--- config.mk ---
export PLATFORM = sky130hd
export DESIGN_NAME = boolean_flat
export DESIGN_NICKNAME = d
export VERILOG_FILES = /design/src/rtl/boolean_if.sv /design/src/rtl/boolean.sv /design/src/flat_wrapper.sv
export SDC_FILE = /design/constraint.sdc
export NUM_CORES = 1
export LEC_CHECK = 0
export ABC_AREA = 1
export BUFFER_PORTS_ARGS = -buffer_cell sky130_fd_sc_hd__buf_2
export CAP_MARGIN = 20
export CORE_AREA = 2 2 39 41
export DETAILED_ROUTE_END_ITERATION = 10
export DIE_AREA = 0 0 41 43
export GPL_TIMING_DRIVEN = 0
export PLACE_DENSITY = 0.74
export SLEW_MARGIN = 20
export SYNTH_ARGS = -nofsm -noshare
export SYNTH_HDL_FRONTEND = slang
export SYNTH_SLANG_ARGS = --single-unit
--- constraint.sdc ---
create_clock -name clk -period 1.31 [get_ports clk]
set_input_delay 0.262 -clock clk [delete_from_list [all_inputs] [get_ports clk]]
set_output_delay 0.262 -clock clk [all_outputs]
set_load 0.03 [all_outputs]
--- src/rtl/boolean_if.sv ---
// Signal bundle for the three-input Boolean function unit.
// The master drives the function inputs; the slave returns the
// combinational result plus its registered and edge-annotated copies.
interface boolean_if #(
    parameter int CNT_W = 8
);
    logic             A;
    logic             B;
    logic             C;
    logic             F;
    logic             F_q;
    logic             f_rise;
    logic             f_fall;
    logic [CNT_W-1:0] hi_cnt;

    modport master (
        output A, B, C,
        input  F, F_q, f_rise, f_fall, hi_cnt
    );

    modport slave (
        input  A, B, C,
        output F, F_q, f_rise, f_fall, hi_cnt
    );
endinterface

--- src/rtl/boolean.sv ---
// Fixed three-input Boolean function: F = TRUTH_TABLE[{A,B,C}].
// Alongside the combinational F it provides a registered copy, one-cycle
// rise/fall strobes on that copy and a saturating count of its high cycles.
module boolean #(
    parameter logic [7:0] TRUTH_TABLE = 8'hCA,
    parameter int         CNT_W       = 8
) (
    input  logic      clk,
    input  logic      rst,
    boolean_if.slave  bus
);
    localparam logic [CNT_W-1:0] CNT_MAX = {CNT_W{1'b1}};

    logic             f;
    logic             f_q_d,    f_q_q;
    logic             f_rise_d, f_rise_q;
    logic             f_fall_d, f_fall_q;
    logic [CNT_W-1:0] hi_cnt_d, hi_cnt_q;

    // Table lookup; independent of clock and reset.
    always_comb begin
        f = TRUTH_TABLE[{bus.A, bus.B, bus.C}];
    end

    // Next-state: edges compare the incoming F against the current F_q, and
    // the counter advances on edges where F_q is already high.
    always_comb begin
        f_q_d    = f;
        f_rise_d = f & ~f_q_q;
        f_fall_d = ~f & f_q_q;
        hi_cnt_d = hi_cnt_q;
        if (f_q_q && (hi_cnt_q != CNT_MAX)) begin
            hi_cnt_d = hi_cnt_q + 1'b1;
        end
    end

    // Registered state; synchronous reset wins over every update.
    always_ff @(posedge clk) begin
        if (rst) begin
            f_q_q    <= 1'b0;
            f_rise_q <= 1'b0;
            f_fall_q <= 1'b0;
            hi_cnt_q <= '0;
        end else begin
            f_q_q    <= f_q_d;
            f_rise_q <= f_rise_d;
            f_fall_q <= f_fall_d;
            hi_cnt_q <= hi_cnt_d;
        end
    end

    assign bus.F      = f;
    assign bus.F_q    = f_q_q;
    assign bus.f_rise = f_rise_q;
    assign bus.f_fall = f_fall_q;
    assign bus.hi_cnt = hi_cnt_q;
endmodule

--- src/flat_wrapper.sv ---
// flat-port wrapper written by rule: the top's interface ports become plain ports
module boolean_flat 
#(
    parameter logic [7:0] TRUTH_TABLE = 8'hCA,
    parameter int         CNT_W       = 8
)
  (clk, rst, bus_A, bus_B, bus_C, bus_F, bus_F_q, bus_f_rise, bus_f_fall, bus_hi_cnt);
  boolean_if #(.CNT_W(CNT_W)) bus_i ();
  input  logic clk;
  input  logic rst;
  input wire logic [$bits(bus_i.A)-1:0] bus_A;
  input wire logic [$bits(bus_i.B)-1:0] bus_B;
  input wire logic [$bits(bus_i.C)-1:0] bus_C;
  output wire logic [$bits(bus_i.F)-1:0] bus_F;
  output wire logic [$bits(bus_i.F_q)-1:0] bus_F_q;
  output wire logic [$bits(bus_i.f_rise)-1:0] bus_f_rise;
  output wire logic [$bits(bus_i.f_fall)-1:0] bus_f_fall;
  output wire logic [$bits(bus_i.hi_cnt)-1:0] bus_hi_cnt;
  assign bus_i.A = bus_A;
  assign bus_i.B = bus_B;
  assign bus_i.C = bus_C;
  assign bus_F = bus_i.F;
  assign bus_F_q = bus_i.F_q;
  assign bus_f_rise = bus_i.f_rise;
  assign bus_f_fall = bus_i.f_fall;
  assign bus_hi_cnt = bus_i.hi_cnt;
  boolean #(.TRUTH_TABLE(TRUTH_TABLE), .CNT_W(CNT_W)) u_core (.clk(clk), .rst(rst), .bus(bus_i));
endmodule
[Word level (Yosys, flattened, before mapping)]
Memory sizes are Yosys's and may differ from the RTL's.
Index checks and enable logic that the tools add are counted.
Operators by class
  add/subtract/negate cells: 1
  multiply operators: 0
  div/mod/pow operators: 0
  $lt $le $gt $ge: 1
  equal/unequal tests: 1
  shift-type cells: 0
  muxes and demuxes: 1
  bitwise logic cells: 4
  reduce and logical (&&, ||, !) cells: 1
Operators by type and width (number)
  adder 8 x 1 -> 8 bit (second input constant): 1
  inequality test 8 bit (second input constant): 1
  less-than comparator 3 x 4 -> 1 bit (second input constant): 1
  bitwise AND 1 bit: 2
  NOT 1 bit: 2
  logical AND 1 bit: 1
  two-way mux 1 bit: 1
Storage, ports and cells
  register bits after elaboration: 11
  bits in latches: 0
  bits in writable memories: 0
  bits in read-only memories: 8
  logic and storage cells: 14
  memories kept: 1
Memory list
  (no name shown): words 8, bits a word 1, read ports 1, clocked after memory_dff 0, wr ports 0, line boolean.sv:22  | f = TRUTH_TABLE[{bus.A, bus.B, bus.C}];

[Logic depth before layout (Yosys ltp)]
  depth in word-level cells: 4
  depth in mapped cells: 8

[Worst setup path before layout]
No wires, ideal clock.
  kind: reg2reg
  start: register u_core.hi_cnt_q[0], in the netlist u_core.bus.hi_cnt[0]
  end: register u_core.hi_cnt_q[4], in the netlist u_core.bus.hi_cnt[4]
  arrival: 1325 ps
  required time: 1194 ps
  slack: -131 ps
  cell stages (with the launch flop): 8
  path buffers: 1
  period minus slack after synthesis: 1441 ps
  cell sequence: dfxtp_1 > ha_1 > nand2_2 > nor2_2 > nand2_1 > buf_6 > a21oi_1 > nor2_1
Between the ends
  longest elaborated chain between the ends: 2
  elaborated cells on any way between the ends: 3
  those cells by class: add/sub: 1; eq/ne: 1; reduce/logical: 1
RTL lines
  start: declaration: line boolean.sv:18  | logic [CNT_W-1:0] hi_cnt_d, hi_cnt_q;
  start signal: assignment: line boolean.sv:48  | hi_cnt_q <= hi_cnt_d;
  parallel branches: the longest is 2 deep, another holds adder 8 x 1 -> 8 bit
Several ways; the timed one is not identified.
A chain may end at the register's enable or synchronous reset.

[Final worst setup path]
  start: register u_core.hi_cnt_q[0], in the netlist u_core.bus.hi_cnt[0]
  end: register u_core.hi_cnt_q[2], in the netlist u_core.bus.hi_cnt[2]
Same word-level chain as after synthesis.

==> impl_metrics.toml <==
[drt]
wire_per_inst_um = 8.79
drtIter0Drc = 8
drt_wl_total_um = 1000
drt-vias-per-instance = 4.78
drc = 0
first_pass_iters = 5
vias = 545
final_antenna_net_count = 0

[synth]
syn_nets = 84
ys_warn_count = 0
ys_ff_latch = 11
synthesis.area_sq_um = 527
synth.distinct_cells = 15
syn_avg_cell_area_sq_um = 6.75
seq_area_frac_synth_pct = 41.8
syn_inst = 78

[min_path]
hold_path_class = "input pin to flop"

[cells_and_area]
nNetsFinal = 105
antennaDiodeCount = 0
fin_util_pct = 48.5
fill_cells = 143
layout_common_cells = "nand2_1, nor2_1, buf_2, dfxtp_1, nand3_1"
final_common_cell = "nand2_1"
synthToLayoutAreaGrowth_pct = 27.3
layout-drive-gt1-share_pct = 28.6

[power_and_ir_drop]
switching_share_pct = 27.2
internal-power_uw = 495
p_seq_share_pct = 52.2
irDropWorstVdd_v = 0.000655
power.switching_uw = 186
powerDensity_nw_per_um2 = 1020
p_clk_share_pct = 34.7
comb_power_share_pct = 13.0
power_leakage_uw = 0.000323
finalPower_uw = 681

[die]
rows = 14
core_sq_um = 1380
start_util_pct = 38.1
die_area_sq_um = 1760
pin_count = 17
fp.dieW_um = 41
die-height_um = 43

[timing]
worstMarginPinSlew_ns = 0.292
setup_tns_ns = 0
worst_clock_skew_ns = 0.00304
maxSlewViolCount = 0
finalCriticalPeriod_ns = 1.19
finalHoldViolCount = 0
hold_ws_ns = 0.208
fmax_mhz = 841
period_share_pct = 90.8
setup_viol = 0
relSlewSlack_pct = 80.3
rsz0062_at_grt = "no"

[global_routing]
grt_pass1_wl_um = 1620
grt_max_degree = 11
grt_pass1_vias = 406
antenna_found_initial = 0
grt_usage_pct = 13.6
gr-total-overflow = 0

[setup_path]
critical_path.max_fanout = 10
arrival_ns = 1.36
crit_path_frequent_cell = "nand2_1"
cp_num_buf_inv = 2
crit_path_max_incr_delay_ns = 0.36
rrSetupSlack_ns = 0.12
cp.required_ns = 1.48
cp_slowest_cell = "dfxtp_4"
end_kind = "flop"
path_class = "flop to flop"
crit_family = "flip-flops"
crit_path_start_kind = "flop"
path_cells = "ha_4 > nand2_2 > nor2_2 > nand2_1 > buf_6 > nand2_1 > o21ai_1 > inv_1"

[cts]
clock_path_buffers = 2
cts_root_buffer = "clkbuf_4"
path_clk_slew_ns = 0.07
cts_tree = "done"
h-tree-depth = 1
cts_buffers = 3
clock-sinks = 11
clock_latency_ns = 0.27
cts_hold_buf = 0

[placed_design]
place.gp.congestion = 0.733
dpl.hpwl_um = 760
port_buffers = 16

[flow_run]
max-cap-violations = 0

[outcome]
status = "complete, no violations"
[synth_stat cells]
library cell  instances  area share [%]
nand2_1              18              13
nor2_1               17              12
dfxtp_1              11              42
nand3_1               8             7.6
inv_1                 7             5.0
a21oi_1               6             5.7
nor3_1                2             1.9
o21ai_0               2             1.9
buf_4                 1             1.4
buf_6                 1             2.1
ha_1                  1             2.4
inv_2                 1            0.71
nand2_2               1             1.2
nand3b_2              1             2.1
nor2_2                1             1.2
[worst register-to-register path, cell delays in order (launching register included)]
cell     delay, ns
dfxtp_4       0.36
ha_4          0.16
nand2_2       0.09
nor2_2        0.03
nand2_1       0.09
buf_6         0.14
nand2_1       0.05
o21ai_1       0.11
inv_1         0.05
[power by group through the flow]
stage	logic (uW)	clock network [uW]	registers (uW)
floorplan	40.0	0	383
global placement	86.4	0	362
detailed placement	87.6	0	362
CTS	88.3	243	354
global route	98.2	255	358
finish	88.9	236	356
[state kept, by name (all words and copies together) (netlist names)]
signal	cells
u_core.bus.f_fall	1
u_core.bus.F_q	1
u_core.bus.hi_cnt	8
u_core.bus.f_rise	1
[path summary, 6_finish.rpt]
path,from,end,cells past startpoint
min,rst,u_core.bus.f_fall,2
max reg2reg,u_core.bus.hi_cnt[0],u_core.bus.hi_cnt[2],8
min reg2reg,u_core.bus.F_q,u_core.bus.f_fall,2
max,u_core.bus.hi_cnt[0],u_core.bus.hi_cnt[2],8
[cell type report]
type | count | area, sq um | area share (%)
Multi-Input combinational cell | 57 | 270 | 40.3
Clock buffer | 4 | 26.3 | 3.92
Inverter | 8 | 30.0 | 4.48
Timing Repair Buffer | 16 | 80.1 | 11.9
Sequential cell | 11 | 225 | 33.6
Buffer | 2 | 18.8 | 2.80
Tap cell | 16 | 20.0 | 2.99
[stage by stage]
| stage | worst slack (ns) | cell area [sq um] | std cells |
|---|---|---|---|
| 2_1_floorplan | 0.00869 | 529 | 78 |
| 3_3_place_gp | 0.0420 | 629 | 110 |
| 3_5_place_dp | 0.0378 | 629 | 110 |
| 4_1_cts | 0.0217 | 656 | 114 |
| 5_1_grt | 0.00118 | 671 | 114 |
| 6_report | 0.121 | 671 | 114 |
[kinds of logic (layout without fill, tap and decap cells)]
group	count (synthesis)	after routing	share of synthesized area [%]
AND/OR/NAND/NOR	48	48	39.0
buffers and inverters	10	30	9.26
AO/OA/AOI/OAI	8	8	7.60
flip-flops	11	11	41.8
adder cells (fa/ha/maj)	1	1	2.37
[routing by layer]
metal / vias up / global-route usage, % / routed length [um]
li1: 288 / - / -
met2: 16 / 18.1 / 438
met1: 239 / 19.1 / 484
met4: 0 / 8.00 / 19
met3: 2 / 3.14 / 59
met5: - / 0 / 0
[repair_timing]
action	in CTS	in global routing
buffers inserted	0	0
endpoints found under the hold margin	0	0
gates resized for setup	0	4
endpoints found under the setup margin	0	6
(Power assumes the default switching activity.)
